[config.mk]
export PLATFORM = sky130hd
export DESIGN_NAME = stopwatch_ctrl
export DESIGN_NICKNAME = d
export VERILOG_FILES = /design/src/rtl/stopwatch_ctrl_pkg.sv /design/src/rtl/btn_sync_edge.sv /design/src/rtl/stopwatch_ctrl.sv
export SDC_FILE = /design/constraint.sdc
export NUM_CORES = 1
export LEC_CHECK = 0
export CORE_UTILIZATION = 47
export CTS_CLUSTER_SIZE = 25
export DETAILED_ROUTE_END_ITERATION = 7
export PLACE_DENSITY = 0.89
export SLEW_MARGIN = 20
export SYNTH_ARGS = -nofsm -noshare
export SYNTH_HDL_FRONTEND = slang
export SYNTH_SLANG_ARGS = --single-unit
[constraint.sdc]
create_clock -name clk -period 3.1 [get_ports clk]
set_clock_uncertainty 0.1 [all_clocks]
set_input_delay 0.62 -clock clk [delete_from_list [all_inputs] [get_ports clk]]
set_output_delay 0.62 -clock clk [all_outputs]
set_load 0.02 [all_outputs]
[src/rtl/stopwatch_ctrl_pkg.sv]
// Shared types and constants for the stopwatch control block.
// State encodings are visible on the state output, so the values are fixed.
package stopwatch_ctrl_pkg;

    typedef enum logic [1:0] {
        StIdle  = 2'd0,
        StRun   = 2'd1,
        StLap   = 2'd2,
        StPause = 2'd3
    } sw_state_e;

    localparam logic [15:0] BCD_ZERO = 16'h0000;

    function automatic logic is_bcd_zero(input logic [15:0] value);
        return value == BCD_ZERO;
    endfunction

endpackage

[src/rtl/btn_sync_edge.sv]
// Button synchronizer followed by a rising-edge detector.
// o_rise is high for one cycle once a new high level reaches the last sync stage.
module btn_sync_edge #(
    parameter int unsigned SYNC_STAGES = 2
) (
    input  logic clk,
    input  logic reset_n,
    input  logic i_btn,
    output logic o_rise
);

    logic [SYNC_STAGES-1:0] r_sync;
    logic                   r_prev;

    always_ff @(posedge clk or negedge reset_n) begin
        if (!reset_n) begin
            r_sync <= '0;
            r_prev <= 1'b0;
        end else begin
            r_sync <= {r_sync[SYNC_STAGES-2:0], i_btn};
            r_prev <= r_sync[SYNC_STAGES-1];
        end
    end

    assign o_rise = r_sync[SYNC_STAGES-1] & ~r_prev;

endmodule

[src/rtl/stopwatch_ctrl.sv]
// Stopwatch control FSM: run/pause, lap freeze, clear, count direction and
// down-count expiry, driven by four synchronized push-button events.
module stopwatch_ctrl
    import stopwatch_ctrl_pkg::*;
#(
    parameter int unsigned SYNC_STAGES = 2
) (
    input  logic        clk,
    input  logic        reset_n,
    input  logic        btn_start_stop,
    input  logic        btn_lap,
    input  logic        btn_clear,
    input  logic        btn_dir,
    input  logic [15:0] digits,
    output logic        sw_enable,
    output logic        sw_up,
    output logic        sw_reset,
    output logic [15:0] disp_digits,
    output logic [1:0]  state,
    output logic        expired
);

    logic w_ev_ss, w_ev_lap, w_ev_clear, w_ev_dir;

    btn_sync_edge #(.SYNC_STAGES(SYNC_STAGES)) u_sync_ss (
        .clk    (clk),
        .reset_n(reset_n),
        .i_btn  (btn_start_stop),
        .o_rise (w_ev_ss)
    );

    btn_sync_edge #(.SYNC_STAGES(SYNC_STAGES)) u_sync_lap (
        .clk    (clk),
        .reset_n(reset_n),
        .i_btn  (btn_lap),
        .o_rise (w_ev_lap)
    );

    btn_sync_edge #(.SYNC_STAGES(SYNC_STAGES)) u_sync_clear (
        .clk    (clk),
        .reset_n(reset_n),
        .i_btn  (btn_clear),
        .o_rise (w_ev_clear)
    );

    btn_sync_edge #(.SYNC_STAGES(SYNC_STAGES)) u_sync_dir (
        .clk    (clk),
        .reset_n(reset_n),
        .i_btn  (btn_dir),
        .o_rise (w_ev_dir)
    );

    sw_state_e   r_state, w_state_next;
    logic        r_sw_up, w_sw_up_next;
    logic        r_done, w_done_next;
    logic [15:0] r_lap, w_lap_next;
    logic        r_sw_reset, w_sw_reset_next;

    logic w_active, w_settled, w_zero_down, w_expire;

    assign w_active    = (r_state == StRun) || (r_state == StLap);
    assign w_settled   = (r_state == StIdle) || (r_state == StPause);
    assign w_zero_down = !r_sw_up && is_bcd_zero(digits);
    assign w_expire    = w_active && w_zero_down;

    // Expiry outranks every button; below it only the top-priority event acts.
    always_comb begin
        w_state_next    = r_state;
        w_sw_up_next    = r_sw_up;
        w_done_next     = r_done;
        w_lap_next      = r_lap;
        w_sw_reset_next = 1'b0;
        if (w_expire) begin
            w_state_next = StIdle;
            w_done_next  = 1'b1;
        end else if (w_ev_clear) begin
            if (w_settled) begin
                w_state_next    = StIdle;
                w_done_next     = 1'b0;
                w_sw_reset_next = 1'b1;
            end
        end else if (w_ev_ss) begin
            case (r_state)
                StIdle:       if (!w_zero_down && !r_done) w_state_next = StRun;
                StRun, StLap: w_state_next = StPause;
                StPause:      if (!w_zero_down) w_state_next = StRun;
                default:      w_state_next = StIdle;
            endcase
        end else if (w_ev_lap) begin
            if (r_state == StRun) begin
                w_state_next = StLap;
                w_lap_next   = digits;
            end else if (r_state == StLap) begin
                w_state_next = StRun;
            end
        end else if (w_ev_dir) begin
            if (w_settled) w_sw_up_next = !r_sw_up;
        end
    end

    // sw_reset resets high so the stopwatch is held clear throughout reset.
    always_ff @(posedge clk or negedge reset_n) begin
        if (!reset_n) begin
            r_state    <= StIdle;
            r_sw_up    <= 1'b1;
            r_done     <= 1'b0;
            r_lap      <= BCD_ZERO;
            r_sw_reset <= 1'b1;
        end else begin
            r_state    <= w_state_next;
            r_sw_up    <= w_sw_up_next;
            r_done     <= w_done_next;
            r_lap      <= w_lap_next;
            r_sw_reset <= w_sw_reset_next;
        end
    end

    assign sw_enable   = w_active && !w_zero_down;
    assign expired     = w_expire;
    assign sw_up       = r_sw_up;
    assign sw_reset    = r_sw_reset;
    assign disp_digits = (r_state == StLap) ? r_lap : digits;
    assign state       = r_state;

endmodule

=== Word-level counts from Yosys, hierarchy flattened ===
Index checks and enable logic that the tools add are counted.
Widths: inputs -> output; s select.

* Input port bits: 22
* Word-level logic and storage cells: 68
* Bits in registers: 33
* Output and inout port bits: 22

* Bitwise gates (word level): 12
* Equal/unequal tests: 6
* Multiplexer cells: 17
* Reductions and logical operators: 20

{| class="wikitable"
|+ Operator list
! cell !! number
|-
| $mux 2 || 9
|-
| $logic_not 16->1 || 1
|-
| $mux 16 || 1
|-
| $ne 5x4->1 const B || 2
|-
| $reduce_and 5->1 || 2
|-
| $not 1->1 || 8
|-
| $mux 1 || 6
|-
| $pmux 2 s3 || 1
|-
| $reduce_and 6->1 || 1
|-
| $reduce_bool 5->1 || 1
|-
| $and 1x1->1 || 4
|-
| $eq 2x2->1 const B || 2
|-
| $logic_and 1x1->1 || 4
|-
| $reduce_bool 2->1 || 2
|-
| $reduce_bool 4->1 || 1
|-
| $logic_not 1->1 || 3
|-
| $ne 3x3->1 const B || 1
|-
| $eq 2x1->1 const B || 1
|-
| $logic_not 2->1 || 1
|-
| $logic_or 1x1->1 || 2
|-
| $reduce_and 2->1 || 1
|-
| $reduce_or 2->1 || 1
|}

=== Logic depth before layout (Yosys ltp) ===
* Depth in word-level cells: 9
* Mapped depth: 7
* Gate-level depth less buffers: 7

=== Hierarchy ===
From an unflattened synthesis, not the netlist that was laid out.

* Cells, all modules: 115
* Area, all modules: 1584.0 um^2

{| class="wikitable"
|+ Modules (own cells, without submodules)
! module !! times used !! cells each !! area each (um^2)
|-
| stopwatch_ctrl || 1 || 99 || 1228.7
|-
| btn_sync_edge || 4 || 4 || 88.8
|}

=== Worst setup path before layout ===
Ideal clock, no wire load.

* Kind: register to output
* Start: reg r_state[0], in the netlist state[0]
* End: out disp_digits[0]
* Setup slack: 0.598 ns
* Arrival: 1.782 ns
* Required time: 2.380 ns
* Path buffers: 2
* Stages on the path, launching flop included: 6
* Path through: dfrtp_1 > inv_1 > ha_1 > clkbuf_1 > buf_1 > mux2_2

* Longest elaborated chain between the ends: 2

{| class="wikitable"
|+ Ends and longest elaborated chain
! element !! line !! text
|-
| from (decl) || stopwatch_ctrl.sv:53 || <nowiki>sw_state_e r_state, w_state_next;</nowiki>
|-
| from (signal assigned) || stopwatch_ctrl.sv:104 || <nowiki>r_state <= StIdle;</nowiki>
|-
| from (signal assigned) || stopwatch_ctrl.sv:110 || <nowiki>r_state <= w_state_next;</nowiki>
|-
| $eq 2x2->1 || stopwatch_ctrl.sv:122 || <nowiki>assign disp_digits = (r_state == StLap) ? r_lap : digits;</nowiki>
|-
| $mux 16 || stopwatch_ctrl.sv:122 ||
|-
| to (decl) || stopwatch_ctrl.sv:18 || <nowiki>output logic [15:0] disp_digits,</nowiki>
|}

Every way passes these cells.

=== Worst setup path after layout ===
* Start: in digits[9]
* End: out expired

* Longest elaborated chain between the ends: 3

{| class="wikitable"
|+ Ends and longest elaborated chain
! element !! line !! text
|-
| from (decl) || stopwatch_ctrl.sv:14 || <nowiki>input logic [15:0] digits,</nowiki>
|-
| $logic_not 16->1 || stopwatch_ctrl_pkg.sv:15 || <nowiki>return value == BCD_ZERO;</nowiki>
|-
| $logic_and 1x1->1 || stopwatch_ctrl.sv:63 || <nowiki>assign w_zero_down = !r_sw_up && is_bcd_zero(digits);</nowiki>
|-
| $logic_and 1x1->1 || stopwatch_ctrl.sv:64 || <nowiki>assign w_expire = w_active && w_zero_down;</nowiki>
|-
| to (decl) || stopwatch_ctrl.sv:20 || <nowiki>output logic expired</nowiki>
|}

Every way passes these cells.

==> out/results.tsv <==
metric	value	unit
status	finished, final reports clean	
yosys-top-cells-area	dfrtp_1 51%, mux2_2 17%, mux2_4 9.8%	
initialDrtViolationCount	36	
criticalPathCategory	in -> out	
fmax	333.3	MHz
required	2.38	ns
grt_pass1_wl	5402	um
tightest_slew	0.7265	ns
vias	1078	
viasPerCell	5.014	
grt_usage	21.34	%
synthesis.nets	133	
hold_class	reg -> reg	
routedWlPerCell	15.70	um
rows	20	
placed_cell_area	2113	um^2
place.gp.congestion	0.9180	
yosysMostFrequentCell	dfrtp_1	
chipWidth	59.06	um
clk_pin_slew_worst_paths	0.11	ns
firstDrtPassIters	4	
synthTopCellsByCount	31 x dfrtp_1, 23 x mux2_2, 10 x mux2_4	
root_buffer	clkbuf_4	
ctsHoldBuffers	0	
layout-drive-gt1-share	37.43	%
clock-sinks	33	
timing.final.crit_share	96.79	%
combPwrFrac	44.8	%
cts.path.max_buffers	2	
whs	0.2533	ns
setup_viol	0	
power_density	809.7	nW/um^2
ys_seq_elements	33	
cts_tree	done	
post-synth-top-area-cell	dfrtp_1	
hold_viol	0	
path_buf_inv	3	
grt_setup_unrepaired	no	
peakVddDrop	420.7	uV
cts_htree_levels	2	
synthCells	107	
synth_top_area_share	50.70	%
seqPwrFrac	36.7	%
finalNetCount	196	
start_util	49.72	%
p_sw_share	33.82	%
routed_wl	3375	um
avgSynthCellArea	14.30	um^2
overflow	0	
final_area	2220	um^2
portBuffers	43	
cp_slowest_cell	clkdlybuf4s50_1	
numCtsBuffers	5	
antenna_found_initial	0	
cp_max_fo	3	
crit_path_end_kind	output pin	
synth-seq-area-share	54.13	%
area_growth	45.05	%
clock_latency	0.35	ns
critPathLaunchType	input port	
switchingPower	0.6079	mW
slew_headroom	51.20	%
grt_pass1_vias	1149	
core-area	3078	um^2
die_h	59.06	um
drcViolationCount	0	
ys_types	29	
report.final.slew_viol_count	0	
yosysWarnings	0	
pwr-share-clk	18.4	%
antenna_left	0	
cp_top_family	buffers and inverters	
async_flop_share	100.0	%
path_cells	clkdlybuf4s50_1 > nor4_2 > nand3_1 > buf_4 > nor3_4 > clkdlybuf4s15_1	
synth_edf_count	0	
place_hpwl	2463	um
critPathArrivalTime	2.28	ns
grt_max_degree	34	
p_leak	0.9444	nW
power.internal	1.189	mW
yosys_most_used_dff	dfrtp_1	
die-area	3488	um^2
fin_crit	3.000	ns
syn_area	1530	um^2
maxCapViolCount	0	
diodes	0	
max_stage_delay	0.47	ns
io-pin-count	44	
-- registers in the layout (all words and copies together), names as in the netlist, 2 cells and up --
name and count:
r_lap 16, state 2, u_sync_clear.r_sync 2, u_sync_dir.r_sync 2, u_sync_lap.r_sync 2, u_sync_ss.r_sync 2
-- layout make-up --
| class | instances | area [um^2] |
|---|---|---|
| inverter | 3 | 11.26 |
| timing repair buffer | 59 | 556.8 |
| clock buffer | 5 | 37.54 |
| tap | 44 | 55.05 |
| fill | 212 | 858.3 |
| sequential | 33 | 828.3 |
| clock inverter | 3 | 46.29 |
| multi-input combinational | 68 | 684.4 |
-- kinds of logic (layout without fill, tap and decap cells) --
kind of cell,after synthesis,after routing,share of synthesized area [%]
xor gates and xnor gates,1,1,0.5725
AOI/OAI and AO/OA,6,6,2.944
muxes,34,34,27.39
buffers and inverters,6,70,1.962
and+or+nand+nor,23,23,9.731
adders and majority gates,4,4,3.271
DFF,33,33,54.13
-- repair_timing --
action / 4_1_cts / 5_1_grt
endpoints found under the setup margin: 2 / 2
buffers inserted: 1 / 0
resized for setup: 1 / 4
pin swaps: 1 / 0
cloned: 0 / 0
-- power groups by stage --
stage	combinational, mW	clock (mW)	sequential (mW)
floorplan	0.475	0	0.667
global placement	0.775	0	0.652
detailed placement	0.806	0	0.668
CTS	0.813	0.336	0.660
global route	0.860	0.357	0.674
finish	0.806	0.331	0.660
-- worst reg2reg max path: cells and delay by family (launching register included) --
| family | cells | cell delay [ns] |
|---|---|---|
| flops | 1 | 0.41 |
| simple gates | 2 | 0.74 |
| mux | 1 | 0.35 |
| buf+inv | 4 | 0.68 |
| fa+ha+maj | 1 | 0.32 |
-- through the flow --
step	cells	util, %	power (mW)	setup TNS (ns)	setup WS [ns]
after detailed placement	206	68.66	1.475	-0.2738	-0.1405
after CTS	215	71.59	1.810	0	0.04843
final	215	72.11	1.797	0	0.09956
after global routing	215	72.11	1.891	0	0.02149
after global placement	205	68.29	1.427	-1.713	-0.1423
after floorplan	107	-	1.142	0	0.5979
-- layout by cell type, fill, tap and decap left out, drive strengths merged, types with 2 or more instances in the layout --
cell type      instances
nand2b                 2
nor3                   4
nor4                   4
dfstp                  2
nand2                  2
mux2                  33
ha                     4
clkdlybuf4s50         41
inv                    3
dfrtp                 31
buf                   16
clkbuf                 5
nor2                   5
a21oi                  2
-- final timing paths --
check                      slack [ns]              endpoint  cells after the start                  from
hold / removal                   0.25  u_sync_lap.r_sync[1]                      0  u_sync_lap.r_sync[0]
setup / recovery                  0.1               expired                      6             digits[9]
max in group asynchronous        2.02                 sw_up                      2               reset_n
hold reg to reg                  0.25  u_sync_lap.r_sync[1]                      0  u_sync_lap.r_sync[0]
setup reg to reg                 0.39              r_lap[1]                      8              state[0]
min in group asynchronous        0.55             r_lap[10]                      2               reset_n
-- routing by layer --
metal | global-route usage [%] | part of all wire [%]
met5 | 0 | 0
met4 | 9.184 | 2.2
met3 | 5.895 | 4.2
met2 | 35.23 | 52
met1 | 26.29 | 42
Power figures use the tool's default switching activity.
==> patch, RTL diff (config.mk and constraints unchanged) <==
`SYNC_STAGES` is set to 2 in 2 places; all go to 4.
--- a/src/rtl/btn_sync_edge.sv
+++ b/src/rtl/btn_sync_edge.sv
@@ -1,7 +1,7 @@
 // Button synchronizer followed by a rising-edge detector.
 // o_rise is high for one cycle once a new high level reaches the last sync stage.
 module btn_sync_edge #(
-    parameter int unsigned SYNC_STAGES = 2
+    parameter int unsigned SYNC_STAGES = 4
 ) (
     input  logic clk,
     input  logic reset_n,
--- a/src/rtl/stopwatch_ctrl.sv
+++ b/src/rtl/stopwatch_ctrl.sv
@@ -3,7 +3,7 @@
 module stopwatch_ctrl
     import stopwatch_ctrl_pkg::*;
 #(
-    parameter int unsigned SYNC_STAGES = 2
+    parameter int unsigned SYNC_STAGES = 4
 ) (
     input  logic        clk,
     input  logic        reset_n,
Check against the original RTL: not equivalent (a bounded check fails within 4 cycles, from zero or initial values and one cycle with reset_n low).
==> patch against the unedited design <==
Total power rose by 11%; sequential cell count rose by 8; via count rose by 3.7%; synthesized cell count rose by 7.5%; routed wire length rose by 4.6%; setup slack improved by 0.12 ns; non-clock buffer count fell by 4; die area rose by 13%; area after synthesis rose by 13%; sequential share of layout area rose by 5.2 points; cell area rose by 9.0%; global-route usage fell by 0.72 points; register-to-register slack got worse by 0.06 ns; highest routed layer unchanged.
==> patch: results (changes against the unedited design) <==
[placement]
hpwlAfterDp_um = 2670  ; +8.3%
dp.cells = 213  ; +3.4%
pre_cts_ws_ns = -0.235  ; -0.0941 ns
portBuffers = 43  ; unchanged
placed_area_um2 = 2280  ; +8.1%
routabilityCongestion = 0.828  ; -9.8%

[final_layout]
drive_above_1_share_pct = 34.9  ; -2.6 points
fillers = 235  ; +11%
final_nets = 200  ; +2.0%
n_antenna_cell = 0  ; unchanged
largest_reg_flops = 16  ; unchanged
largest_register = r_lap
utilization_pct = 70.3  ; -1.8 points

[global_route]
grt_remaining_overflow = 0  ; unchanged
grt_pass1_wl_um = 6030  ; +12%
grt_antenna_before_repair = 0  ; unchanged
grt_usage_pct = 20.6  ; -0.72 points
grt_max_degree = 42  ; +24%
grt_pass1_vias = 1252  ; +9.0%

[clock_network]
hold_buffers = 0  ; unchanged
htree_levels = 2  ; unchanged
cts_buffers = 5  ; unchanged
clock_path_buffers = 2  ; unchanged
post_cts_buffers = 0  ; -1
clockRootBuffer = clkbuf_8
clk_pin_slew_worst_paths_ns = 0.07  ; -0.04 ns
clk_latency_ns = 0.29  ; -0.06 ns

[setup_path]
cp_slowest_stage_delay_ns = 0.77  ; +0.30 ns
critical_path_arrival_ns = 2.96  ; +0.68 ns
rr_startpoint = state[0]
cp-startpoint = digits[1]
cp_top_family = simple AND/OR/NAND/NOR gates
cp_max_fo = 13  ; +10
slowest_stage = nor4_4

[detailed_routing]
vias_per_cell = 5.06  ; +0.89%
drtIter0Drc = 68  ; +89%
wl_per_cell_um = 16.0  ; +1.8%
firstDrtPassIters = 4  ; unchanged
routed_wl_um = 3530  ; +4.6%

[yosys]
syn_nets = 141  ; +6.0%
ys_types = 28  ; -3.4%
ys.flop_type = dfrtp_1
yosys-top-cells-count = dfrtp_1, mux2_2, mux2_4, nor2_1, ha_1
async_reset_ff_share_pct = 100  ; unchanged
synth.area.top_cells = dfrtp_1, mux2_2, mux2_4, dfstp_2, ha_1
yosysWarningCount = 0  ; unchanged
syn_area_per_cell_um2 = 15.0  ; +5.2%
ys_seq_area_share_pct = 59.4  ; +5.3 points

[status]
status = finished clean

[power_and_ir_drop]
leakage_uw = 0.00104  ; +10%
ir_drop_mv = 0.514  ; +22%

[sta]
slew_headroom_pct = 30.4  ; -21 points

[hold_path]
holdCritStartpoint = u_sync_dir.r_sync[1]

[patch: final timing paths]
path                                   endpoint  slack, ns  depth (start not counted)
max                                    r_lap[5]       0.21                          8
min                        u_sync_dir.r_sync[2]       0.25                          0
max reg2reg                            r_lap[5]       0.33                          8
min reg2reg                u_sync_dir.r_sync[2]       0.25                          0
max in group asynchronous     u_sync_dir.r_prev       2.03                          1
min in group asynchronous   u_sync_ss.r_sync[3]       0.34                          1
[patch: worst register-to-register path, stage by stage (launching register included)]
cell and delay, ns:
dfrtp_1 0.39, inv_1 0.09, ha_1 0.31, inv_1 0.17
nor3_4 0.07, buf_4 0.15, nor4_4 0.78, buf_4 0.30
mux2_4 0.31
[patch: layout make-up]
cell class                      count  share of cell area (%)
Clock buffer                        7                    3.57
Tap cell                           46                    2.38
Clock inverter                      1                    1.24
Timing Repair Buffer               55                    21.4
Sequential cell                    41                    42.5
Multi-Input combinational cell     68                    28.5
Inverter                            3                   0.465
[patch: logic make-up after synthesis]
group / after synthesis / share of synthesized area, %
compound gates: 6 / 2.60
xor+xnor: 1 / 0.506
flops: 41 / 59.4
simple gates: 23 / 8.61
fa+ha+maj: 4 / 2.89
buf+inv: 6 / 1.74
mux: 34 / 24.2
[patch: power by group]
group / leakage (uW) / internal [uW] / switching, uW
Sequential: 0.000479 / 685 / 91.1
Combinational: 0.000502 / 441 / 355
Clock: 0.0000585 / 262 / 166
[patch: timing repair]
action / in CTS / in global routing
cloned: 0 / 0
resized for setup: 2 / 3
pin swaps: 0 / 1
setup endpoints to repair: 2 / 5
[patch: metal layers]
layer	vias to the layer above	part of all wire (%)	global-route usage (%)
met5	-	0	0
met2	26	53	35.7
met4	0	2.0	7.27
li1	525	-	-
met3	7	3.0	6.02
met1	560	42	24.2
